<file path="src/rtl/fetch_unit_pkg.sv">
// Shared definitions for the instruction fetch stage: reset PC, nop
// encoding, IF/RR pipeline bundle and the fetch-fault decode helper.
package fetch_unit_pkg;

   // Default PC after reset; also the base address of instruction memory.
   localparam logic [31:0] PC_RESET_DEF = 32'h0000_3000;

   // Default instruction-memory depth in 32-bit words.
   localparam int unsigned IM_WORDS_DEF = 4096;

   // Encoding injected into the pipeline in place of a faulting fetch.
   localparam logic [31:0] NOP_INSTR = 32'h0000_0000;

   // Sequential fetch increment in bytes.
   localparam logic [31:0] PC_STEP = 32'h0000_0004;

   // Contents of the IF/RR pipeline register.
   typedef struct packed {
      logic [31:0] pc;
      logic [31:0] instr;
      logic        exc;
   } if_rr_t;

   // Next-PC source selection.
   typedef enum logic [1:0] {
      NPC_SEQ      = 2'd0,
      NPC_HOLD     = 2'd1,
      NPC_REDIRECT = 2'd2
   } npc_sel_e;

   // A fetch faults when the PC is not word aligned or falls outside the
   // window [base, base + span). The upper bound is computed in 33 bits so
   // a window ending exactly at 2^32 does not wrap to zero.
   function automatic logic fetch_fault(input logic [31:0] pc,
                                        input logic [31:0] base,
                                        input logic [32:0] span);
      logic [32:0] limit;
      limit       = {1'b0, base} + span;
      fetch_fault = (pc[1:0] != 2'b00) || (pc < base) || ({1'b0, pc} >= limit);
   endfunction

endpackage

</file>
<file path="src/rtl/fetch_npc.sv">
// Next-PC selection for the fetch stage. A stall freezes the PC and
// swallows any redirect presented in the same cycle; RR re-presents it.
module fetch_npc
   import fetch_unit_pkg::*;
(
   input  logic [31:0] pc_i,
   input  logic        stall_i,
   input  logic        redirect_en_i,
   input  logic [31:0] redirect_pc_i,
   output logic [31:0] npc_o
);

   npc_sel_e sel_s;

   // Prioritise stall over redirect over sequential fetch.
   always_comb begin
      sel_s = NPC_SEQ;
      if (stall_i) begin
         sel_s = NPC_HOLD;
      end else if (redirect_en_i) begin
         sel_s = NPC_REDIRECT;
      end else begin
         sel_s = NPC_SEQ;
      end
   end

   // Drive the selected next PC; sequential fetch wraps at 32 bits.
   always_comb begin
      npc_o = pc_i + PC_STEP;
      case (sel_s)
         NPC_SEQ:      npc_o = pc_i + PC_STEP;
         NPC_HOLD:     npc_o = pc_i;
         NPC_REDIRECT: npc_o = redirect_pc_i;
         default:      npc_o = pc_i + PC_STEP;
      endcase
   end

endmodule

</file>
<file path="src/rtl/fetch_unit.sv">
// Instruction fetch stage: PC register, zero-latency IM addressing,
// fetch-fault detection and the IF/RR pipeline register. Redirects have
// one branch delay slot: the instruction at the current PC is never flushed.
module fetch_unit
   import fetch_unit_pkg::*;
#(
   parameter logic [31:0] PC_RESET = PC_RESET_DEF,
   parameter int unsigned IM_WORDS = IM_WORDS_DEF
) (
   input  logic        clk,
   input  logic        reset,
   input  logic        stall,
   input  logic        redirectEn,
   input  logic [31:0] redirectPc,
   output logic [11:0] imAddr,
   input  logic [31:0] imInstr,
   output logic [31:0] pcIF,
   output logic [31:0] pcIF2RR,
   output logic [31:0] instrIF2RR,
   output logic        excIF2RR
);

   // Size of the instruction-memory window in bytes.
   localparam logic [32:0] IM_SPAN = 33'(IM_WORDS) * 33'd4;

   logic [31:0] pc_d;
   logic [31:0] pc_q;
   logic [31:0] npc_s;
   logic        fault_s;
   if_rr_t      if_rr_d;
   if_rr_t      if_rr_q;

   fetch_npc u_npc (
      .pc_i          (pc_q),
      .stall_i       (stall),
      .redirect_en_i (redirectEn),
      .redirect_pc_i (redirectPc),
      .npc_o         (npc_s)
   );

   // Word index into IM relative to its base; read data returns same cycle.
   assign imAddr  = 12'((pc_q - PC_RESET) >> 2);
   assign fault_s = fetch_fault(pc_q, PC_RESET, IM_SPAN);

   // Next-state for the PC and the IF/RR bundle; a stall holds both.
   always_comb begin
      pc_d    = npc_s;
      if_rr_d = if_rr_q;
      if (stall) begin
         if_rr_d = if_rr_q;
      end else if (fault_s) begin
         if_rr_d.pc    = pc_q;
         if_rr_d.instr = NOP_INSTR;
         if_rr_d.exc   = 1'b1;
      end else begin
         if_rr_d.pc    = pc_q;
         if_rr_d.instr = imInstr;
         if_rr_d.exc   = 1'b0;
      end
   end

   // State registers; reset wins over stall and redirect.
   always_ff @(posedge clk) begin
      if (reset) begin
         pc_q          <= PC_RESET;
         if_rr_q.pc    <= PC_RESET;
         if_rr_q.instr <= NOP_INSTR;
         if_rr_q.exc   <= 1'b0;
      end else begin
         pc_q    <= pc_d;
         if_rr_q <= if_rr_d;
      end
   end

   assign pcIF       = pc_q;
   assign pcIF2RR    = if_rr_q.pc;
   assign instrIF2RR = if_rr_q.instr;
   assign excIF2RR   = if_rr_q.exc;

endmodule

</file>
<file path="config.mk">
export PLATFORM = sky130hd
export DESIGN_NAME = fetch_unit
export DESIGN_NICKNAME = d
export VERILOG_FILES = /design/src/rtl/fetch_unit_pkg.sv /design/src/rtl/fetch_npc.sv /design/src/rtl/fetch_unit.sv
export SDC_FILE = /design/constraint.sdc
export NUM_CORES = 1
export LEC_CHECK = 0
export ABC_CLOCK_PERIOD_IN_PS = 2100
export BUFFER_PORTS_ARGS = -buffer_cell sky130_fd_sc_hd__buf_4
export CAP_MARGIN = 10
export CORE_ASPECT_RATIO = 0.75
export CORE_MARGIN = 2
export CORE_UTILIZATION = 50
export CTS_BUF_LIST = sky130_fd_sc_hd__clkbuf_8
export DETAILED_ROUTE_END_ITERATION = 8
export HOLD_SLACK_MARGIN = 0.03
export PLACE_DENSITY = 0.82
export SLEW_MARGIN = 15
export SYNTH_ARGS = -nofsm -noshare
export SYNTH_HDL_FRONTEND = slang
export SYNTH_SLANG_ARGS = --single-unit
</file>
<file path="constraint.sdc">
create_clock -name clk -period 2.1 [get_ports clk]
set_input_delay 0.21 -clock clk [delete_from_list [all_inputs] [get_ports clk]]
set_output_delay 0.21 -clock clk [all_outputs]
set_load 0.03 [all_outputs]
</file>
**After elaboration in Yosys (flattened, before gate mapping)**

Index checks and enable logic that the tools add are counted.

- Output and inout bits: 109
- Logic and storage cells: 17
- Bits in registers: 97
- Bits of input ports: 68

- Equal/unequal tests: 2
- Mux-type cells: 4
- Add/subtract/negate cells: 2
- Magnitude comparators: 2
- Reductions and logical operators: 3

Operator list:

| operator | count |
|---|---|
| 32-bit case mux with 2 select lines | 1 |
| 33-bit 2-to-1 mux | 1 |
| 32-bit by 3-bit adder with 32-bit output (second input constant) | 1 |
| 32-bit by 15-bit >= comparator with 1-bit output (second input constant) | 1 |
| 32-bit by 14-bit < comparator with 1-bit output (second input constant) | 1 |
| 14-bit subtractor (second input constant) | 1 |
| 2-bit 2-to-1 mux | 2 |
| 2-bit by 1-bit == test with 1-bit output (second input constant) | 1 |
| 2-bit == test (second input constant) | 1 |
| 1-bit logical OR | 2 |
| 2-bit nonzero test | 1 |

**Longest topological paths before layout**

Gate-level depths: netlist of run 1.

- Depth after elaboration: 4
- Depth in mapped cells: 7
- Mapped depth without buffers: 6

**By module**

A second synthesis of run 1 with hierarchy kept.

- Cell total of the unflattened synthesis: 546
- Area total of the unflattened synthesis: 4,769.6 sq um

Modules (own cells, without submodules):

| module | instances | area an instance (sq um) | cells each | sequential area each (sq um) |
|---|---|---|---|---|
| fetch_unit | 1 | 3,543.4 | 337 | 1,941.9 |
| fetch_npc | 1 | 1,226.2 | 209 | 0.0 |

**Worst setup path after synthesis of run 1**

No wires, ideal clock.

- Path type: register to register
- Start: reg pc_q[2] (netlist: pcIF[2])
- End: reg pc_q[30] (netlist: pcIF[30])
- Data required time: 1,980 ps
- Cell stages (with the launch flop): 7
- Data arrival time: 2,011 ps
- Clock period less this slack: 2,130 ps
- Setup slack: -30 ps
- Path buffers: 0
- Cell sequence: dfxtp_1 -> ha_1 -> and4_1 -> nand3_2 -> nor4_4 -> a31oi_1 -> o31a_1

- Word-level cells in the longest chain between the ends: 2

RTL lines:

| what | line | source |
|---|---|---|
| from (decl) | fetch_unit.sv:27 | `logic [31:0] pc_q;` |
| from (signal assigned) | fetch_unit.sv:70 | `pc_q <= pc_d;` |
| 32-bit by 3-bit adder with 32-bit output | fetch_npc.sv:31, fetch_npc.sv:34 |  |
| 32-bit case mux with 2 select lines | fetch_npc.sv:30 | `case (sel_s)` |

Every way passes these cells.
A chain may end at the register's enable or synchronous reset.

**Worst setup path in the final report of run 1**

- Start: reg pc_q[21] (netlist: pcIF[21])
- End: reg pc_q[30] (netlist: pcIF[30])

Same word-level chain as after synthesis.

==> reports/results.tsv, run 1 <==
stage	metric	value	unit
min_path	HP Class	in2reg	
critical_path	CP cell instances	inv_1 > or3_4 > nor4_4 > a31oi_1 > o31a_1	
timing	relative slew slack	58.5	%
power_and_ir_drop	Max VDD drop	0.000534	V
critical_path	Worst Setup Path Type	reg2reg	
clocking	cts hold-fix bufs	0	
power_and_ir_drop	leak pwr	2.76	nW
clocking	total clock sinks	97	
finish	fin nets	751	
die	die width	112	µm
logic_synthesis	Synth Warn #	0	
logic_synthesis	sequential fraction of the synthesis area	44.5	%
timing	final period utilization	98.9	%
power_and_ir_drop	Clock power frac	32.2	%
timing	unrepaired setup endpoints after global routing	false	
die	DIE AREA	9500	µm²
global_route	antenna violations before repair	0	
logic_synthesis	Mapped Avg Cell Area	8.61	µm²
clocking	Root Buffer	clkbuf_8	
finish	area delta synth->final	39.4	%
timing	clock skew	0.00671	ns
routing	Initial DRC Count	386	
critical_path	slowest cell on the critical path	nor4_4	
die	Core Area	8450	µm²
place	dpl cell area	5870	µm²
routing	DRC viols	0	
critical_path	critical path fanouts, max	8	
clocking	worst-skew pair later-pin latency	0.37	ns
routing	vias per cell	5.81	
run	max-cap violations	0	
finish	antenna fix cells	0	
power_and_ir_drop	Power Dens Cells	671	nW/µm²
finish	fin cells	793	
place	Setup WS pre-CTS	0.165	ns
routing	WL met2	6.31	mm
timing	worst slew pin tran	0.621	ns
timing	Pins Over Slew Limit	0	
finish	register area	1940	µm²
clocking	CTS Buf Count	9	
power_and_ir_drop	switching power	0.00120	W
power_and_ir_drop	switch share	29.3	%
critical_path	cell family contributing the most delay on the critical path	simple AND/OR/NAND/NOR gates	
timing	final hold vios	0	
timing	fmax	482	MHz
outcome	run status	finished, final reports clean	
routing	WL met1	6.07	mm
logic_synthesis	post-synthesis cell area	4360	µm²
timing	Setup-failing EPs final	0	
clocking	CTS H-tree lvls	3	
finish	layout cells sized above 1	34.6	%
die	Cell Rows	29	
logic_synthesis	syn nets	578	
routing	First-pass DRT Iterations	7	
global_route	Tot GR Track Use	29.0	%
logic_synthesis	Mapped Cells	507	
clocking	CTS resizes	0	
logic_synthesis	Main synth FF type	dfxtp_1	
global_route	first-pass GRT wire length	22.3	mm
global_route	largest net degree at the start of global routing	89	
logic_synthesis	asr flop ratio synth	0	%
critical_path	Worst Path Buf+Inv	1	
power_and_ir_drop	sequential power share	48.3	%
timing	min cycle time layout	2.08	ns
finish	final core utilization	72.0	%
routing	final WL	14.0	mm
finish	Design Area, Final	6090	µm²
place	DPL Wire Length	9.74	mm
routing	Routed Antenna Nets	0	
routing	met3 WL	1.36	mm
place	placed cells	777	
clocking	clk slew on worst S/H paths	0.09	ns
place	gpl congestion	0.942	
logic_synthesis	Post-synth EDFFs	0	
clocking	TritonCTS clock tree	built	
clocking	CTS max path bufs	2	
timing	PnR worst setup slack	0.0239	ns
finish	footprint of the multi-input gates	2150	µm²
routing	average wire per standard cell	17.6	µm
die	Vert. Die Dim	84.9	µm
critical_path	Worst path max stage delay	0.53	ns
power_and_ir_drop	Combinational Power Share	19.5	%
global_route	vias in the first global route	4443	
finish	Fillers	679	
routing	uppermost layer routed	met4	
die	io pins	177	
clocking	Post-CTS Setup Bufs	0	
global_route	total gr overflow	0	
critical_path	WP data arrival	2.34	ns
critical_path	Critical Path RT	2.37	ns
routing	Vias	4606	
critical_path	Worst Setup Start Kind	register	
logic_synthesis	Synth cell types	51	
die	Initial Util	51.6	%
power_and_ir_drop	Int Power	0.00289	W
logic_synthesis	FF+latch count, synth	97	
place	IO Port Bufs	176	
critical_path	CP Capture Type	register	
[state kept, by name, summed over array words and instances, names as in the netlist]
| signal | cells |
|---|---|
| pcIF2RR | 32 |
| instrIF2RR | 32 |
| excIF2RR | 1 |
| pcIF | 32 |
[worst reg2reg max path: cells and delay by family, from the launching register on]
family / cells / cell delay, ns
flip-flops: 1 / 0.46
AO/OA/AOI/OAI: 2 / 0.44
buffers and inverters: 1 / 0.12
AND/OR/NAND/NOR: 2 / 0.96
[path summary, 6_finish.rpt]
check,slack (ns),cells after the start,end,start
worst max-delay path,0.02,5,pcIF[30],pcIF[21]
worst min-delay path,0.07,3,instrIF2RR[22],imInstr[22]
worst max register to register,0.02,5,pcIF[30],pcIF[21]
worst min register to register,0.50,2,pcIF2RR[13],pcIF2RR[13]
[cells in the mapped netlist, types with 10 or more instances]
cell type / n / area share, %
inv_1: 12 / 1.0
a21oi_1: 19 / 2.2
a22oi_1: 34 / 5.8
buf_4: 11 / 1.9
dfxtp_1: 97 / 44
nor2_1: 94 / 8.1
mux2i_1: 39 / 8.9
nand3_1: 12 / 1.4
clkbuf_1: 26 / 2.2
nand2_1: 24 / 2.1
and3_1: 10 / 1.4
o21ai_0: 16 / 1.8
[stage by stage]
step                      power [W]  setup TNS (ns)  hold WS, ns
after floorplan             0.00246         -0.0202        0.349
after global placement      0.00278               0        0.440
after detailed placement    0.00280               0        0.453
after CTS                   0.00409               0       0.0571
after global routing        0.00423               0       0.0675
final                       0.00408               0       0.0666
[power groups by stage]
stage               Combinational, W  Sequential, W  Clock, W
finish                      0.000796        0.00197   0.00131
global route                0.000847        0.00198   0.00140
CTS                         0.000791        0.00197   0.00133
detailed placement          0.000789        0.00201         0
global placement            0.000774        0.00201         0
floorplan                   0.000313        0.00215         0
[cell usage in the layout, fill, tap and decap left out, types with 6 or more instances in the layout]
cell type	instances
a211oi_1	6
a21oi_1	19
a22oi_1	34
a31oi_1	7
and3_1	10
buf_4	209
clkbuf_8	12
dfxtp_1	96
inv_1	13
mux2i_1	39
nand2_1	24
nand3_1	12
nand4_1	7
nor2_1	93
nor3_1	9
nor4_1	8
o21ai_0	16
o22ai_1	6
[logic make-up after synthesis]
logic type	after synthesis	synth area share [%]
xor+xnor	1	0.201
mux	40	9.20
simple gates	190	20.8
flops	97	44.5
compound gates	114	18.0
fa+ha+maj	3	0.860
buf+inv	62	6.42
[area by class of cell]
| class | count | area share [%] |
|---|---|---|
| clock buffer | 12 | 2.71 |
| clock inverter | 4 | 0.822 |
| timing repair buffer | 210 | 26.1 |
| sequential | 97 | 31.9 |
| inverter | 14 | 0.863 |
| tap | 108 | 2.22 |
| multi-input combinational | 348 | 35.3 |
[routing by layer]
metal | track usage [%] | vias to the layer above
li1 | - | 2157
met1 | 40.2 | 2158
met2 | 44.4 | 266
met3 | 7.50 | 25
met4 | 9.54 | 0
met5 | 0 | -
No activity file was read; power rests on OpenSTA's default activity.
==> run 2: changes to the inputs <==
CORE_ASPECT_RATIO = default   (was 0.75)
CTS_CLUSTER_DIAMETER = 60   (was default)
==> run 2 against run 1 <==
  * Setup slack better by 0.23 ns
  * Flip-flop and latch count unchanged
  * Critical path type unchanged
  * Sequential share of layout area about the same
  * Critical endpoint is now instrIF2RR[20]
  * Register-to-register slack better by 0.23 ns
  * First-iteration DRC count down 35%
  * Highest routed layer unchanged
  * Non-clock buffer count up 6
==> reports/results.tsv, run 2 (synthesized netlist as in run 1, its figures left out) <==
stage	metric	value	unit	change
outcome	run status	finished, final reports clean		unchanged
power_and_ir_drop	switching power	0.00125	W	was 0.00120 W
min_path	hold path endpoint	instrIF2RR[16]		was instrIF2RR[22]
critical_path	slowest cell on the critical path	nor4_1		was nor4_4
critical_path	CP Capture Type	register		unchanged
routing	Routed Antenna Nets	0		unchanged
clocking	cts hold-fix bufs	0		unchanged
critical_path	Worst path max stage delay	0.46	ns	was 0.53 ns
timing	fmax	541	MHz	was 482 MHz
power_and_ir_drop	Clock power frac	29.9	%	was 32.2%
routing	Vias	4597		was 4,606
timing	PnR worst setup slack	0.253	ns	was 0.0239 ns
global_route	vias in the first global route	4508		was 4,443
finish	layout cells sized above 1	35.5	%	was 34.6%
power_and_ir_drop	Power Dens Cells	648	nW/µm²	was 671 nW/µm²
clocking	CTS max path bufs	2		unchanged
die	Cell Rows	34		was 29
critical_path	reg2reg start	pcIF[26]		was pcIF[21]
critical_path	Worst Reg-to-Reg Cells	6		was 5
power_and_ir_drop	Int Power	0.00270	W	was 0.00289 W
timing	clock skew	0.0124	ns	was 0.00671 ns
power_and_ir_drop	switch share	31.8	%	was 29.3%
routing	average wire per standard cell	17.0	µm	was 17.6 µm
finish	fin nets	757		was 751
critical_path	Worst Setup Start Kind	register		unchanged
finish	area delta synth->final	39.6	%	was 39.4%
clocking	total clock sinks	97		unchanged
timing	final hold vios	0		unchanged
global_route	total gr overflow	0		unchanged
global_route	Tot GR Track Use	27.7	%	was 29.0%
clocking	CTS H-tree lvls	3		unchanged
finish	commonest cells after routing, fill and taps aside	buf_4 (216), dfxtp_1 (96), nor2_1 (93)		was buf_4 (209), dfxtp_1 (96), nor2_1 (93)
global_route	peak-usage layer in the global routing report	met2		unchanged
place	DPL Wire Length	9.94	mm	was 9.74 mm
place	IO Port Bufs	176		unchanged
min_path	HP Class	in2reg		unchanged
timing	unrepaired setup endpoints after global routing	false		unchanged
power_and_ir_drop	Max VDD drop	0.000410	V	was 0.000534 V
clocking	worst-skew pair later-pin latency	0.36	ns	was 0.37 ns
critical_path	Worst Path Buf+Inv	1		unchanged
routing	First-pass DRT Iterations	5		was 7
power_and_ir_drop	leak pwr	2.77	nW	was 2.76 nW
global_route	antenna violations before repair	0		unchanged
timing	TNS Setup	0	ns	unchanged
timing	Setup-failing EPs final	0		unchanged
global_route	first-pass GRT wire length	21.7	mm	was 22.3 mm
global_route	met1 usage	34.4	%	was 40.2%
finish	final core utilization	70.9	%	was 72.0%
global_route	largest net degree at the start of global routing	34		was 89
timing	worst slew pin tran	0.504	ns	was 0.621 ns
global_route	GR met2 Demand/Resource	46.8	%	was 44.4%
power_and_ir_drop	Combinational Power Share	20.2	%	was 19.5%
critical_path	WP data arrival	2.15	ns	was 2.34 ns
place	gpl congestion	0.881		was 0.942
clocking	Post-CTS Setup Bufs	0		unchanged
critical_path	critical path fanouts, max	33		was 8
routing	final WL	13.6	mm	was 14.0 mm
routing	DRC viols	0		unchanged
routing	vias per cell	5.75		was 5.81
timing	Pins Over Slew Limit	0		unchanged
clocking	CTS resizes	0		unchanged
place	dpl cell area	5900	µm²	was 5870 µm²
place	Setup WS pre-CTS	0.231	ns	was 0.165 ns
die	Core Area	8590	µm²	was 8450 µm²
critical_path	Worst Setup Path Type	reg2reg		unchanged
die	Initial Util	50.8	%	was 51.6%
finish	commonest non-fill, non-tap cell in the layout	buf_4		unchanged
clocking	Root Buffer	clkbuf_8		unchanged
timing	min cycle time layout	1.85	ns	was 2.08 ns
die	die width	97.4	µm	was 112 µm
die	DIE AREA	9490	µm²	was 9500 µm²
run	max-cap violations	0		unchanged
power_and_ir_drop	sequential power share	49.9	%	was 48.3%
die	Vert. Die Dim	97.4	µm	was 84.9 µm
critical_path	R2R setup slack	0.25	ns	was 0.02 ns
critical_path	RR Endpoint	instrIF2RR[20]		was pcIF[30]
timing	relative slew slack	66.2	%	was 58.5%
min_path	hold path startpoint	imInstr[16]		was imInstr[22]
finish	Fillers	689		was 679
clocking	TritonCTS clock tree	built		unchanged
clocking	clk slew on worst S/H paths	0.11	ns	was 0.09 ns
finish	Design Area, Final	6090	µm²	about the same
finish	antenna fix cells	0		unchanged
critical_path	CP cell instances	nor4_1 > nand4_1 > nor2_2 > buf_4 > a22oi_1 > nor2_1		was inv_1 > or3_4 > nor4_4 > a31oi_1 > o31a_1
timing	hold_ws	0.0695	ns	was 0.0666 ns
critical_path	Critical Path RT	2.40	ns	was 2.37 ns
critical_path	cell family contributing the most delay on the critical path	simple AND/OR/NAND/NOR gates		unchanged
timing	final period utilization	87.9	%	was 98.9%
min_path	worst hold stages	3		unchanged
die	io pins	177		unchanged
clocking	CTS Buf Count	9		unchanged
routing	Initial DRC Count	251		was 386
global_route	met3 Track Usage GR	5.76	%	was 7.50%
## run 2: cell count changes in the layout (fill, tap and decap cells not counted), sizes merged
cell,before,now
buf,210,216
bufinv,1,0
clkbuf,12,9
clkinv,2,4
clkinvlp,1,2
inv,14,15
## run 2: power by group through the flow
stage / sequential, W / clock [W] / combinational [W]
6_report: 0.00197 / 0.00118 / 0.000799
4_1_cts: 0.00197 / 0.00119 / 0.000797
2_1_floorplan: 0.00215 / 0 / 0.000313
3_5_place_dp: 0.00201 / 0 / 0.000796
5_1_grt: 0.00198 / 0.00126 / 0.000852
3_3_place_gp: 0.00201 / 0 / 0.000783
## run 2: worst max-delay path by stage
stage | slack, ns | cells past startpoint | from | endpoint
3_3_place_gp | 0.31 | 6 | pcIF[26] | excIF2RR
3_5_place_dp | 0.23 | 7 | pcIF[3] | pcIF[20]
5_1_grt | 0.04 | 5 | pcIF[6] | pcIF[19]
4_1_cts | 0.20 | 7 | pcIF[2] | pcIF[20]
2_1_floorplan | -0.02 | 6 | pcIF[3] | pcIF[30]
6_report | 0.25 | 6 | pcIF[26] | instrIF2RR[20]
## run 2: cell type report
class / instances / area [µm²] / area share, %
Inverter: 14 / 52.6 / 0.863
Timing Repair Buffer: 216 / 1620 / 26.6
Clock inverter: 7 / 60.1 / 0.986
Multi-Input combinational cell: 348 / 2160 / 35.4
Sequential cell: 97 / 1940 / 31.9
Clock buffer: 9 / 124 / 2.03
Tap cell: 108 / 135 / 2.22
## run 2: metal layers
metal  share of wire (%)  up-vias
li1                    -     2169
met3                 8.7       38
met1                  40     2150
met2                  48      240
met4                 2.9        0
met5                   0        -
## run 2: worst register-to-register path: cells and delay by family (launching register included)
kind	cells	cell delay, ns
AND/OR/NAND/NOR	4	0.91
AO/OA/AOI/OAI	1	0.15
flip-flops	1	0.39
buffers and inverters	1	0.34
## run 2: stage by stage
step | total power [W] | instances
final | 0.00395 | 799
after global routing | 0.00410 | 799
after CTS | 0.00396 | 799
after detailed placement | 0.00281 | 783
after global placement | 0.00279 | 783
after floorplan | 0.00246 | 507
==> run 3: changes to the inputs <==
ABC_AREA = 1   (was default)
CORE_UTILIZATION = 51   (was 50)
==> run 3 against run 2 <==
  * Setup slack got worse by 0.0024 ns
  * Flip-flop and latch count unchanged
  * Area after synthesis increased by 10%
  * Global-route usage increased by 0.96 points
  * Power increased by 4.8%
  * Clock power increased by 8%
  * Register-to-register slack about the same
  * Hold slack improved by 0.026 ns
  * Critical path depth increased by 2
  * First-iteration DRC count increased by 47%
  * Critical endpoint is now pcIF[14]
==> reports/results.tsv, run 3 <==
stage	metric	value	unit	change
die	Vert. Die Dim	101	µm	was 97.4 µm
finish	commonest non-fill, non-tap cell in the layout	buf_4		unchanged
critical_path	CP cell instances	ha_1 > inv_1 > nor2_1 > nand2_1 > nor2_1 > xor2_1 > o21ai_0 > inv_1		was nor4_1 > nand4_1 > nor2_2 > buf_4 > a22oi_1 > nor2_1
logic_synthesis	sequential fraction of the synthesis area	40.4	%	was 44.5%
critical_path	Worst Setup Start Kind	register		unchanged
timing	min cycle time layout	1.85	ns	about the same
die	Initial Util	52.3	%	was 50.8%
run	max-cap violations	0		unchanged
timing	final hold vios	0		unchanged
clocking	Root Buffer	clkbuf_8		unchanged
routing	Routed Antenna Nets	0		unchanged
logic_synthesis	Post-synth EDFFs	0		unchanged
logic_synthesis	Synth cell types	35		was 51
die	Core Area	9200	µm²	was 8590 µm²
logic_synthesis	Mapped Avg Cell Area	6.91	µm²	was 8.61 µm²
critical_path	CP Capture Type	register		unchanged
critical_path	slowest cell on the critical path	dfxtp_1		was nor4_1
timing	worst slew pin tran	0.541	ns	was 0.504 ns
routing	DRC viols	0		unchanged
timing	Setup-failing EPs final	0		unchanged
power_and_ir_drop	Max VDD drop	0.000425	V	was 0.000410 V
timing	PnR worst setup slack	0.251	ns	was 0.253 ns
logic_synthesis	post-synthesis cell area	4810	µm²	was 4360 µm²
die	DIE AREA	10200	µm²	was 9490 µm²
global_route	vias in the first global route	4824		was 4,508
logic_synthesis	FF+latch count, synth	97		unchanged
min_path	HP Class	in2reg		unchanged
routing	vias per cell	5.41		was 5.75
die	io pins	177		unchanged
logic_synthesis	asr flop ratio synth	0	%	unchanged
clocking	clk slew on worst S/H paths	0.09	ns	was 0.11 ns
logic_synthesis	top-area cell type share of the netlist area	40.4	%	was 44.5%
power_and_ir_drop	Power Dens Cells	655	nW/µm²	was 648 nW/µm²
timing	final period utilization	88.1	%	was 87.9%
critical_path	Worst Setup Path Type	reg2reg		unchanged
clocking	TritonCTS clock tree	built		unchanged
place	IO Port Bufs	176		unchanged
place	gpl congestion	0.979		was 0.881
critical_path	critical path fanouts, max	6		was 33
finish	area delta synth->final	31.5	%	was 39.6%
finish	layout cells sized above 1	26.8	%	was 35.5%
clocking	CTS Buf Count	9		unchanged
global_route	total gr overflow	0		unchanged
routing	Initial DRC Count	368		was 251
global_route	largest net degree at the start of global routing	52		was 34
logic_synthesis	top cells by area, synth	dfxtp_1 (40%), nand2_1 (13%), nor2_1 (8.2%), o21ai_0 (5.4%), a21oi_1 (5.0%)		was dfxtp_1 (44%), mux2i_1 (8.9%), nor2_1 (8.1%), a22oi_1 (5.8%), clkbuf_1 (2.2%)
finish	antenna fix cells	0		unchanged
clocking	cts hold-fix bufs	0		unchanged
routing	final WL	14.7	mm	was 13.6 mm
logic_synthesis	Mapped Cells	696		was 507
die	Cell Rows	35		was 34
outcome	run status	finished, final reports clean		unchanged
timing	clock skew	0.00778	ns	was 0.0124 ns
critical_path	Critical Path RT	2.35	ns	was 2.40 ns
clocking	CTS resizes	0		unchanged
critical_path	Worst path max stage delay	0.47	ns	was 0.46 ns
place	Setup WS pre-CTS	0.342	ns	was 0.231 ns
timing	Pins Over Slew Limit	0		unchanged
power_and_ir_drop	leak pwr	2.79	nW	was 2.77 nW
clocking	CTS H-tree lvls	3		unchanged
finish	fin nets	917		was 757
timing	unrepaired setup endpoints after global routing	false		unchanged
clocking	total clock sinks	97		unchanged
routing	WL met2	6.96	mm	was 6.52 mm
timing	fmax	541	MHz	about the same
routing	average wire per standard cell	15.3	µm	was 17.0 µm
routing	uppermost layer routed	met4		unchanged
place	dpl cell area	6120	µm²	was 5900 µm²
logic_synthesis	syn nets	767		was 578
routing	First-pass DRT Iterations	5		unchanged
global_route	antenna violations before repair	0		unchanged
routing	met3 WL	1.44	mm	was 1.18 mm
die	die width	101	µm	was 97.4 µm
logic_synthesis	largest area contributor in the netlist	dfxtp_1		unchanged
clocking	worst-skew pair later-pin latency	0.36	ns	about the same
clocking	CTS max path bufs	2		unchanged
logic_synthesis	synth cell count leaders	nand2_1 (170), nor2_1 (105), dfxtp_1 (97), o21ai_0 (52), a21oi_1 (48)		was dfxtp_1 (97), nor2_1 (94), mux2i_1 (39), a22oi_1 (34), clkbuf_1 (26)
place	DPL Wire Length	10.8	mm	was 9.94 mm
finish	commonest cells after routing, fill and taps aside	buf_4 (185), nand2_1 (170), nor2_1 (105)		was buf_4 (216), dfxtp_1 (96), nor2_1 (93)
logic_synthesis	most common cell in the netlist	nand2_1		was dfxtp_1
logic_synthesis	Main synth FF type	dfxtp_1		unchanged
routing	Vias	5196		was 4,597
global_route	Tot GR Track Use	28.7	%	was 27.7%
finish	Design Area, Final	6320	µm²	was 6090 µm²
timing	TNS Setup	0	ns	unchanged
clocking	Post-CTS Setup Bufs	0		unchanged
logic_synthesis	Synth Warn #	0		unchanged
global_route	first-pass GRT wire length	23.4	mm	was 21.7 mm
timing	relative slew slack	63.9	%	was 66.2%
routing	WL met1	5.95	mm	was 5.46 mm
critical_path	WP data arrival	2.10	ns	was 2.15 ns
run 3: changes by cell type after synthesis, moves of 9 or more:
cell     previous run  this run
a21oi_1            19        48
and3_1             10         0
nand2_1            24       170
mux2i_1            39         0
o21ai_0            16        52
a22oi_1            34         0
nand3_1            12        31
nor2_1             94       105
o21a_1              1        32
nor4_1              9         0
inv_1              12        45
run 3: per-layer routing:
layer  vias to the layer above  global-route usage [%]
met1                      2329                    35.4
met4                         0                    10.7
li1                       2562                       -
met3                        36                    7.77
met5                         -                       0
met2                       269                    47.9
run 3: cell type report:
| type | count | area, µm² |
|---|---|---|
| multi-input cells | 500 | 2430 |
| flip-flops and latches | 97 | 1940 |
| fillers | 825 | 2870 |
| repair buffers | 186 | 1410 |
| inverters | 52 | 195 |
| clock inverters | 4 | 51.3 |
| well taps | 111 | 139 |
| clock buffers | 11 | 151 |
run 3: power breakdown:
part	internal (W)	total, W	switching, W
registers	0.00193	0.00202	0.0000929
clock network	0.000613	0.00128	0.000665
logic	0.000320	0.000845	0.000525
total	0.00286	0.00414	0.00128
run 3: final timing paths:
| path | slack, ns | endpoint | start | depth (start not counted) |
|---|---|---|---|---|
| worst max-delay path | 0.25 | pcIF[14] | pcIF[13] | 8 |
| worst min-delay path | 0.1 | pcIF[11] | redirectPc[11] | 3 |
| worst max register to register | 0.25 | pcIF[14] | pcIF[13] | 8 |
| worst min register to register | 0.49 | pcIF2RR[12] | pcIF2RR[12] | 2 |
run 3: metrics by stage:
| stage | instances | hold WS (ns) | utilization [%] | power, W |
|---|---|---|---|---|
| global placement | 946 | 0.454 | 66.5 | 0.00288 |
| global route | 961 | 0.106 | 68.7 | 0.00430 |
| CTS | 961 | 0.0839 | 68.7 | 0.00415 |
| floorplan | 696 | 0.358 | - | 0.00256 |
| detailed placement | 946 | 0.461 | 66.5 | 0.00290 |
| finish | 961 | 0.0957 | 68.7 | 0.00414 |
run 3: worst max-delay path, delay by kind of cell, from the launching register on:
kind            cells  cell delay, ns
xor+xnor            1            0.13
fa+ha+maj           1            0.25
simple gates        3            0.54
buf+inv             2            0.16
compound gates      1            0.20
flops               1            0.47
run 3: kinds of logic (layout without fill, tap and decap cells):
| logic type | count (synthesis) | count (layout) | synth area share (%) |
|---|---|---|---|
| AO/OA/AOI/OAI | 158 | 158 | 19.7 |
| XOR/XNOR | 3 | 3 | 0.547 |
| adder cells (fa/ha/maj) | 3 | 3 | 0.781 |
| buffers and inverters | 99 | 253 | 8.98 |
| flip-flops | 97 | 97 | 40.4 |
| AND/OR/NAND/NOR | 336 | 336 | 29.6 |
